`src/rtl/mdu_pkg.sv`:
```
// Shared types, opcode constants and helpers for the multiply/divide unit.
package mdu_pkg;

  // Sequencer states
  typedef enum logic [1:0] {
    IDLE = 2'd0,
    MUL  = 2'd1,
    DIV  = 2'd2,
    FIX  = 2'd3
  } state_t;

  // Opcodes decoded by the control unit to select this unit
  localparam logic [4:0] OP_MUL = 5'b01111;
  localparam logic [4:0] OP_DIV = 5'b10000;

  // Widest operand abs_w() can handle; callers sign-extend into it
  localparam int MAX_W = 64;

  // Two's-complement magnitude; the most-negative value maps to itself,
  // which reads correctly as an unsigned magnitude once truncated
  function automatic logic [MAX_W-1:0] abs_w(input logic [MAX_W-1:0] x);
    return x[MAX_W-1] ? -x : x;
  endfunction

endpackage

```
`src/rtl/mul_div_unit_booth.sv`:
```
// Radix-4 Booth digit recoder: {b[2k+1], b[2k], b[2k-1]} -> digit controls.
module booth_r4_recode (
  input  logic [2:0] window,
  output logic       neg,
  output logic       zero,
  output logic       two
);

  // Digit in {-2,-1,0,+1,+2}: sign, zero and magnitude-two flags
  always_comb begin
    neg  = window[2];
    zero = (window == 3'b000) || (window == 3'b111);
    two  = (window == 3'b011) || (window == 3'b100);
  end

endmodule

```
`src/rtl/mul_div_unit.sv`:
```
// Multi-cycle signed multiply (radix-4 Booth) / divide (non-restoring) unit.
module mul_div_unit
  import mdu_pkg::*;
#(
  parameter int WIDTH = 32
) (
  input  logic             clock,
  input  logic             clear,
  input  logic             start,
  input  logic             op_mul,
  input  logic             op_div,
  input  logic [WIDTH-1:0] A,
  input  logic [WIDTH-1:0] B,
  output logic             busy,
  output logic             done,
  output logic             div_by_zero,
  output logic [WIDTH-1:0] Chigh,
  output logic [WIDTH-1:0] Clow
);

  localparam int CNT_W = $clog2(WIDTH) + 1;
  localparam int W2    = 2 * WIDTH;

  state_t             state;
  logic [CNT_W-1:0]   k;
  logic [W2-1:0]      mcand;
  logic [W2-1:0]      acc;
  logic [WIDTH:0]     mplier;
  logic [WIDTH:0]     rem;
  logic [WIDTH-1:0]   quot;
  logic [WIDTH-1:0]   dmag;
  logic               sign_a;
  logic               sign_b;

  logic               neg;
  logic               zero;
  logic               two;
  logic [W2-1:0]      pp;
  logic [W2-1:0]      acc_next;
  logic [WIDTH:0]     rem_sh;
  logic [WIDTH:0]     rem_next;
  logic [WIDTH-1:0]   quot_next;
  logic [WIDTH-1:0]   rem_pos;
  logic [WIDTH-1:0]   rem_fix;
  logic [WIDTH-1:0]   quot_fix;

  booth_r4_recode u_recode (
    .window (mplier[2:0]),
    .neg    (neg),
    .zero   (zero),
    .two    (two)
  );

  // Booth step: add or subtract 0, 1x or 2x the (pre-shifted) multiplicand
  always_comb begin
    pp = two ? (mcand << 1) : mcand;
    if (zero) pp = '0;
    acc_next = neg ? (acc - pp) : (acc + pp);
  end

  // Non-restoring step: shift in next dividend bit, add/sub by remainder sign
  always_comb begin
    rem_sh    = {rem[WIDTH-1:0], quot[WIDTH-1]};
    rem_next  = rem[WIDTH] ? (rem_sh + {1'b0, dmag}) : (rem_sh - {1'b0, dmag});
    quot_next = {quot[WIDTH-2:0], ~rem_next[WIDTH]};
  end

  // Final correction: restore remainder, then apply truncating-division signs
  always_comb begin
    rem_pos  = rem[WIDTH] ? (rem[WIDTH-1:0] + dmag) : rem[WIDTH-1:0];
    rem_fix  = sign_a ? -rem_pos : rem_pos;
    quot_fix = (sign_a ^ sign_b) ? -quot : quot;
  end

  // Sequencer and all datapath registers
  always_ff @(posedge clock or posedge clear) begin
    if (clear) begin
      state       <= IDLE;
      k           <= '0;
      mcand       <= '0;
      acc         <= '0;
      mplier      <= '0;
      rem         <= '0;
      quot        <= '0;
      dmag        <= '0;
      sign_a      <= 1'b0;
      sign_b      <= 1'b0;
      busy        <= 1'b0;
      done        <= 1'b0;
      div_by_zero <= 1'b0;
      Chigh       <= '0;
      Clow        <= '0;
    end else begin
      done <= 1'b0;
      unique case (state)
        IDLE: begin
          if (start && (op_mul || op_div)) begin
            busy  <= 1'b1;
            k     <= '0;
            // mcand also keeps A for the divide-by-zero result
            mcand <= W2'(signed'(A));
            if (op_mul) begin
              mplier <= {B, 1'b0};
              acc    <= '0;
              state  <= MUL;
            end else begin
              quot   <= WIDTH'(abs_w(MAX_W'(signed'(A))));
              dmag   <= WIDTH'(abs_w(MAX_W'(signed'(B))));
              rem    <= '0;
              sign_a <= A[WIDTH-1];
              sign_b <= B[WIDTH-1];
              state  <= DIV;
            end
          end
        end
        MUL: begin
          acc    <= acc_next;
          mcand  <= mcand << 2;
          mplier <= mplier >> 2;
          k      <= k + 1'b1;
          if (k == CNT_W'(WIDTH / 2 - 1)) begin
            Chigh       <= acc_next[W2-1:WIDTH];
            Clow        <= acc_next[WIDTH-1:0];
            div_by_zero <= 1'b0;
            done        <= 1'b1;
            busy        <= 1'b0;
            state       <= IDLE;
          end
        end
        DIV: begin
          if (dmag == '0) begin
            Chigh       <= mcand[WIDTH-1:0];
            Clow        <= '1;
            div_by_zero <= 1'b1;
            done        <= 1'b1;
            busy        <= 1'b0;
            state       <= IDLE;
          end else begin
            rem  <= rem_next;
            quot <= quot_next;
            k    <= k + 1'b1;
            if (k == CNT_W'(WIDTH - 1)) state <= FIX;
          end
        end
        FIX: begin
          Chigh       <= rem_fix;
          Clow        <= quot_fix;
          div_by_zero <= 1'b0;
          done        <= 1'b1;
          busy        <= 1'b0;
          state       <= IDLE;
        end
      endcase
    end
  end

endmodule
```
`config.mk`:
```
export PLATFORM = sky130hd
export DESIGN_NAME = mul_div_unit
export DESIGN_NICKNAME = d
export VERILOG_FILES = /design/src/rtl/mdu_pkg.sv /design/src/rtl/mul_div_unit_booth.sv /design/src/rtl/mul_div_unit.sv
export SDC_FILE = /design/constraint.sdc
export NUM_CORES = 1
export LEC_CHECK = 0
export BUFFER_PORTS_ARGS = -buffer_cell sky130_fd_sc_hd__buf_4
export CAP_MARGIN = 10
export CORE_ASPECT_RATIO = 1.4
export CORE_MARGIN = 3
export CORE_UTILIZATION = 24
export DETAILED_ROUTE_END_ITERATION = 12
export PLACE_DENSITY = 0.49
export RECOVER_POWER = 50
export SYNTH_ARGS = -nofsm -noshare
export SYNTH_HDL_FRONTEND = slang
export SYNTH_SLANG_ARGS = --single-unit
```
`constraint.sdc`:
```
create_clock -name clock -period 10.7 [get_ports clock]
set_clock_uncertainty 0.05 [all_clocks]
set_input_delay 0 -clock clock [delete_from_list [all_inputs] [get_ports clock]]
set_output_delay 0 -clock clock [all_outputs]
set_load 0.1 [all_outputs]
```
==> results.md <==
* R2r setup slk at 2000 ps
* Gr ovfl total at 0
* Clock Path Buffers at 3
* Primary FF master, synth: dfrtp_1
* FILL cells at ~13000
* Dpl cells at 5156
* HPWL Detailed at 83600 um
* Syn-to-layout area delta at 15.9%
* Unrepaired setup endpoints after global routing: no
* Synth area leaders: dfrtp_1 30%, o21ai_0 6.6%, nand2_1 6.5%
* Met1 usage at 0.226
* 1st-pass router iterations at 5
* Type of origin of the critical path: flip-flop
* Routability congestion estimate at around 0.93
* CTS Buf Count at 41
* Min cycle time layout at 8700 ps
* Via/cell ratio at 5.22
* Syn avg cell area at 7.78 um^2
* Number of flops mapped to enable cells by yosys at 0
* Slowest stage delay, CP at 1040 ps
* CTS root buf: clkbuf_16
* Clk slew on worst S/H paths at 60 ps
* Failing checks: max-capacitance violations, max-slew violations
* Cell Area, Synth at 28400 um^2
* CP max FO at 41
* Met2 usage at 0.311
* Reg-to-Reg End: Chigh[30]$_DFFE_PP0P_
* Setup CP Type: flip-flop to flip-flop
* Ys async rst share at 1.00
* Hold Crit Class: input pin to flip-flop
* Critical Path Slowest Stage Cell: a2111oi_0
* # resized after CTS at 0
* Number of global-route vias before repair at approximately 27000
* Crit share post-route at 0.813
* Antenna Nets Post-Route at 0
* Worst EP required at 11120 ps
* Outcome: finished, violations left
* I/O Buffers at approximately 140
* Worst setup path end: Chigh[30]$_DFFE_PP0P_
* DR WL/cell at between 20 and 25 um
* Fin util at 0.281
* Final Hold Fails at 0
* R2R depth at 25
* Area leader, netlist: dfrtp_1
* Initial antenna violation count at 3
* Critical Path Stages at 25
* Proportion of layout cells with a drive suffix above 1 at 0.0629
* Via Count at 27800
* Synth Register Bits at 335
* H-tree depth at 2
* Final setup viols at 0
* I/O Pins at around 140
* Actual slew at the worst max-slew pin at 4220 ps
* Synth top area share at 0.295
* Post-route insts no fill at 5317
* Clock Latency Late Sink at 600 ps
* CTS tree: built
* Critical path data arrival time at ~9000 ps
* Final-report max-slew violation count at 276
* GR peak layer: met2
* GR met3 Demand/Resource at 0.0167
* Maxcap violations at 4
* Die Area at 122000 um^2
* Critical path capture point type: flip-flop
* Post-Route WL at 112000 um
* DRC errors left at 0
* Num rows at ~150
* First-pass GRT wire length at approximately 170000 um
* Yosys cell types at 90
* Syn nets at 3854
* Die width at roughly 300 um
* R2R Path Start: mplier[0]$_DFFE_PP0P_
* Largest net degree at the start of global routing at 117
* Drt initial violations at 2094
* Initial core utilization at 0.243
* Core area at 117000 um^2
* Final #Nets at 3919
* Largest delay share family, worst path: simple AND/OR/NAND/NOR gates
* Clk sinks at 335
* Critical path buffers and inverters at 1
* Synth warn at 0
* Worst slew margin at -1.83
* Sequential-to-total area share from yosys stat at 0.295
* Fmax at 115 MHz
* Crit path launch: mplier[0]$_DFFE_PP0P_
* GRT Overall Usage at 0.179
* Post-Syn Instances at 3645
* Die span in y at about 410 um
* Final TNS setup at 0 ps
-- metal layers --
layer,vias up,part of all wire
met4,2,0.041
met5,-,0.00011
met1,13500,0.43
met2,693,0.49
li1,13400,-
met3,155,0.037
-- state kept, by name, indices dropped and copies added, names as in the netlist --
register	cells
sign_a	1
Chigh	32
sign_b	1
quot	32
rem	33
busy	1
Clow	32
mcand	64
k	6
div_by_zero	1
mplier	33
state	2
done	1
dmag	32
acc	64
-- cells by family (layout without fill, tap and decap cells) --
| kind of cell | Yosys count | count (layout) | share of synthesized area |
|---|---|---|---|
| AO/OA/AOI/OAI | 1278 | 1278 | 0.283 |
| XOR/XNOR | 278 | 278 | 0.0858 |
| adder cells (fa/ha/maj) | 140 | 140 | 0.0625 |
| buffers and inverters | 325 | 419 | 0.0442 |
| flip-flops | 335 | 335 | 0.295 |
| multiplexers | 91 | 91 | 0.0326 |
| other | 0 | 3 | 0 |
| AND/OR/NAND/NOR | 1198 | 1198 | 0.197 |
-- timing repair --
action                                 in CTS  in global routing
hold buffers                               86                  0
buffers inserted                            0                  0
endpoints found under the hold margin     217                  0
-- per-stage QoR --
step	cell area (um^2)	setup slack, ps	hold slack, ps
2_1_floorplan	28400	1370	94.8
3_3_place_gp	30900	2300	111
3_5_place_dp	30900	2200	109
4_1_cts	33200	2170	13.5
5_1_grt	32900	1360	89.6
6_report	32900	2000	51.6
-- worst reg2reg max path: stages (launching register included) --
cell and delay (ps):
dfrtp_1 870, and3b_1 630, nor2_2 50, buf_4 290, nand2_1 130, nand2_1 60, nand2_1 70, ha_1 260
o211ai_4 140, nor4_4 360, or3b_1 470, or4_1 660, nor3_1 360, o21ai_0 140, a221oi_1 380, ha_1 330
nand2_1 130, nor2_1 190, nand4_1 130, a2111oi_0 1040, o21ai_0 390, a21oi_1 250, o21ai_0 190, o21ai_0 360
mux2_2 380, o32a_1 280
-- synthesized netlist by cell type (53+ instances only) --
library cell / number
a21o_1: 55
a21oi_1: 354
a22o_1: 53
a31oi_1: 63
clkbuf_1: 190
dfrtp_1: 335
ha_1: 137
inv_1: 80
mux2i_1: 80
nand2_1: 491
nand3_1: 69
nor2_1: 286
nor3_1: 57
o21ai_0: 375
o31ai_1: 61
xnor2_1: 120
xor2_1: 158
-- how the worst min path moves through the flow --
stage / from / end / cells past startpoint
6_report: start / state[0]$_DFFE_PP0P_ / 7
4_1_cts: start / state[1]$_DFFE_PP0P_ / 7
2_1_floorplan: B[30] / mplier[31]$_DFFE_PP0P_ / 2
3_3_place_gp: clear / mcand[53]$_DFFE_PP0P_ / 2
3_5_place_dp: clear / mcand[51]$_DFFE_PP0P_ / 2
5_1_grt: start / k[4]$_DFFE_PP0P_ / 5
-- cells in the final DEF, fill, tap and decap left out, types with 61 or more instances in the layout --
cell type,count
dfrtp_1,333
a31oi_1,63
nand3_1,69
a21oi_1,354
nand2_1,491
ha_1,134
o21ai_0,375
clkbuf_1,73
mux2i_1,80
buf_4,108
xor2_1,156
xnor2_1,119
dlygate4sd3_1,86
nor2_1,282
inv_1,79
o31ai_1,61
-- cell type report --
| cell class | count | area (um^2) | area share |
|---|---|---|---|
| antenna | 3 | 7.51 | 0.000228 |
| clock buffer | 48 | 1100 | 0.0336 |
| clock inverter | 24 | 318 | 0.00966 |
| inverter | 82 | 309 | 0.00940 |
| multi-input combinational | 2985 | 18800 | 0.573 |
| sequential | 335 | 8390 | 0.255 |
| tap | 1575 | 1970 | 0.0599 |
| timing repair buffer | 265 | 1940 | 0.0591 |
Power is not shown: default switching activity piles up to over one toggle a cycle in this logic, so the estimate is an artifact.
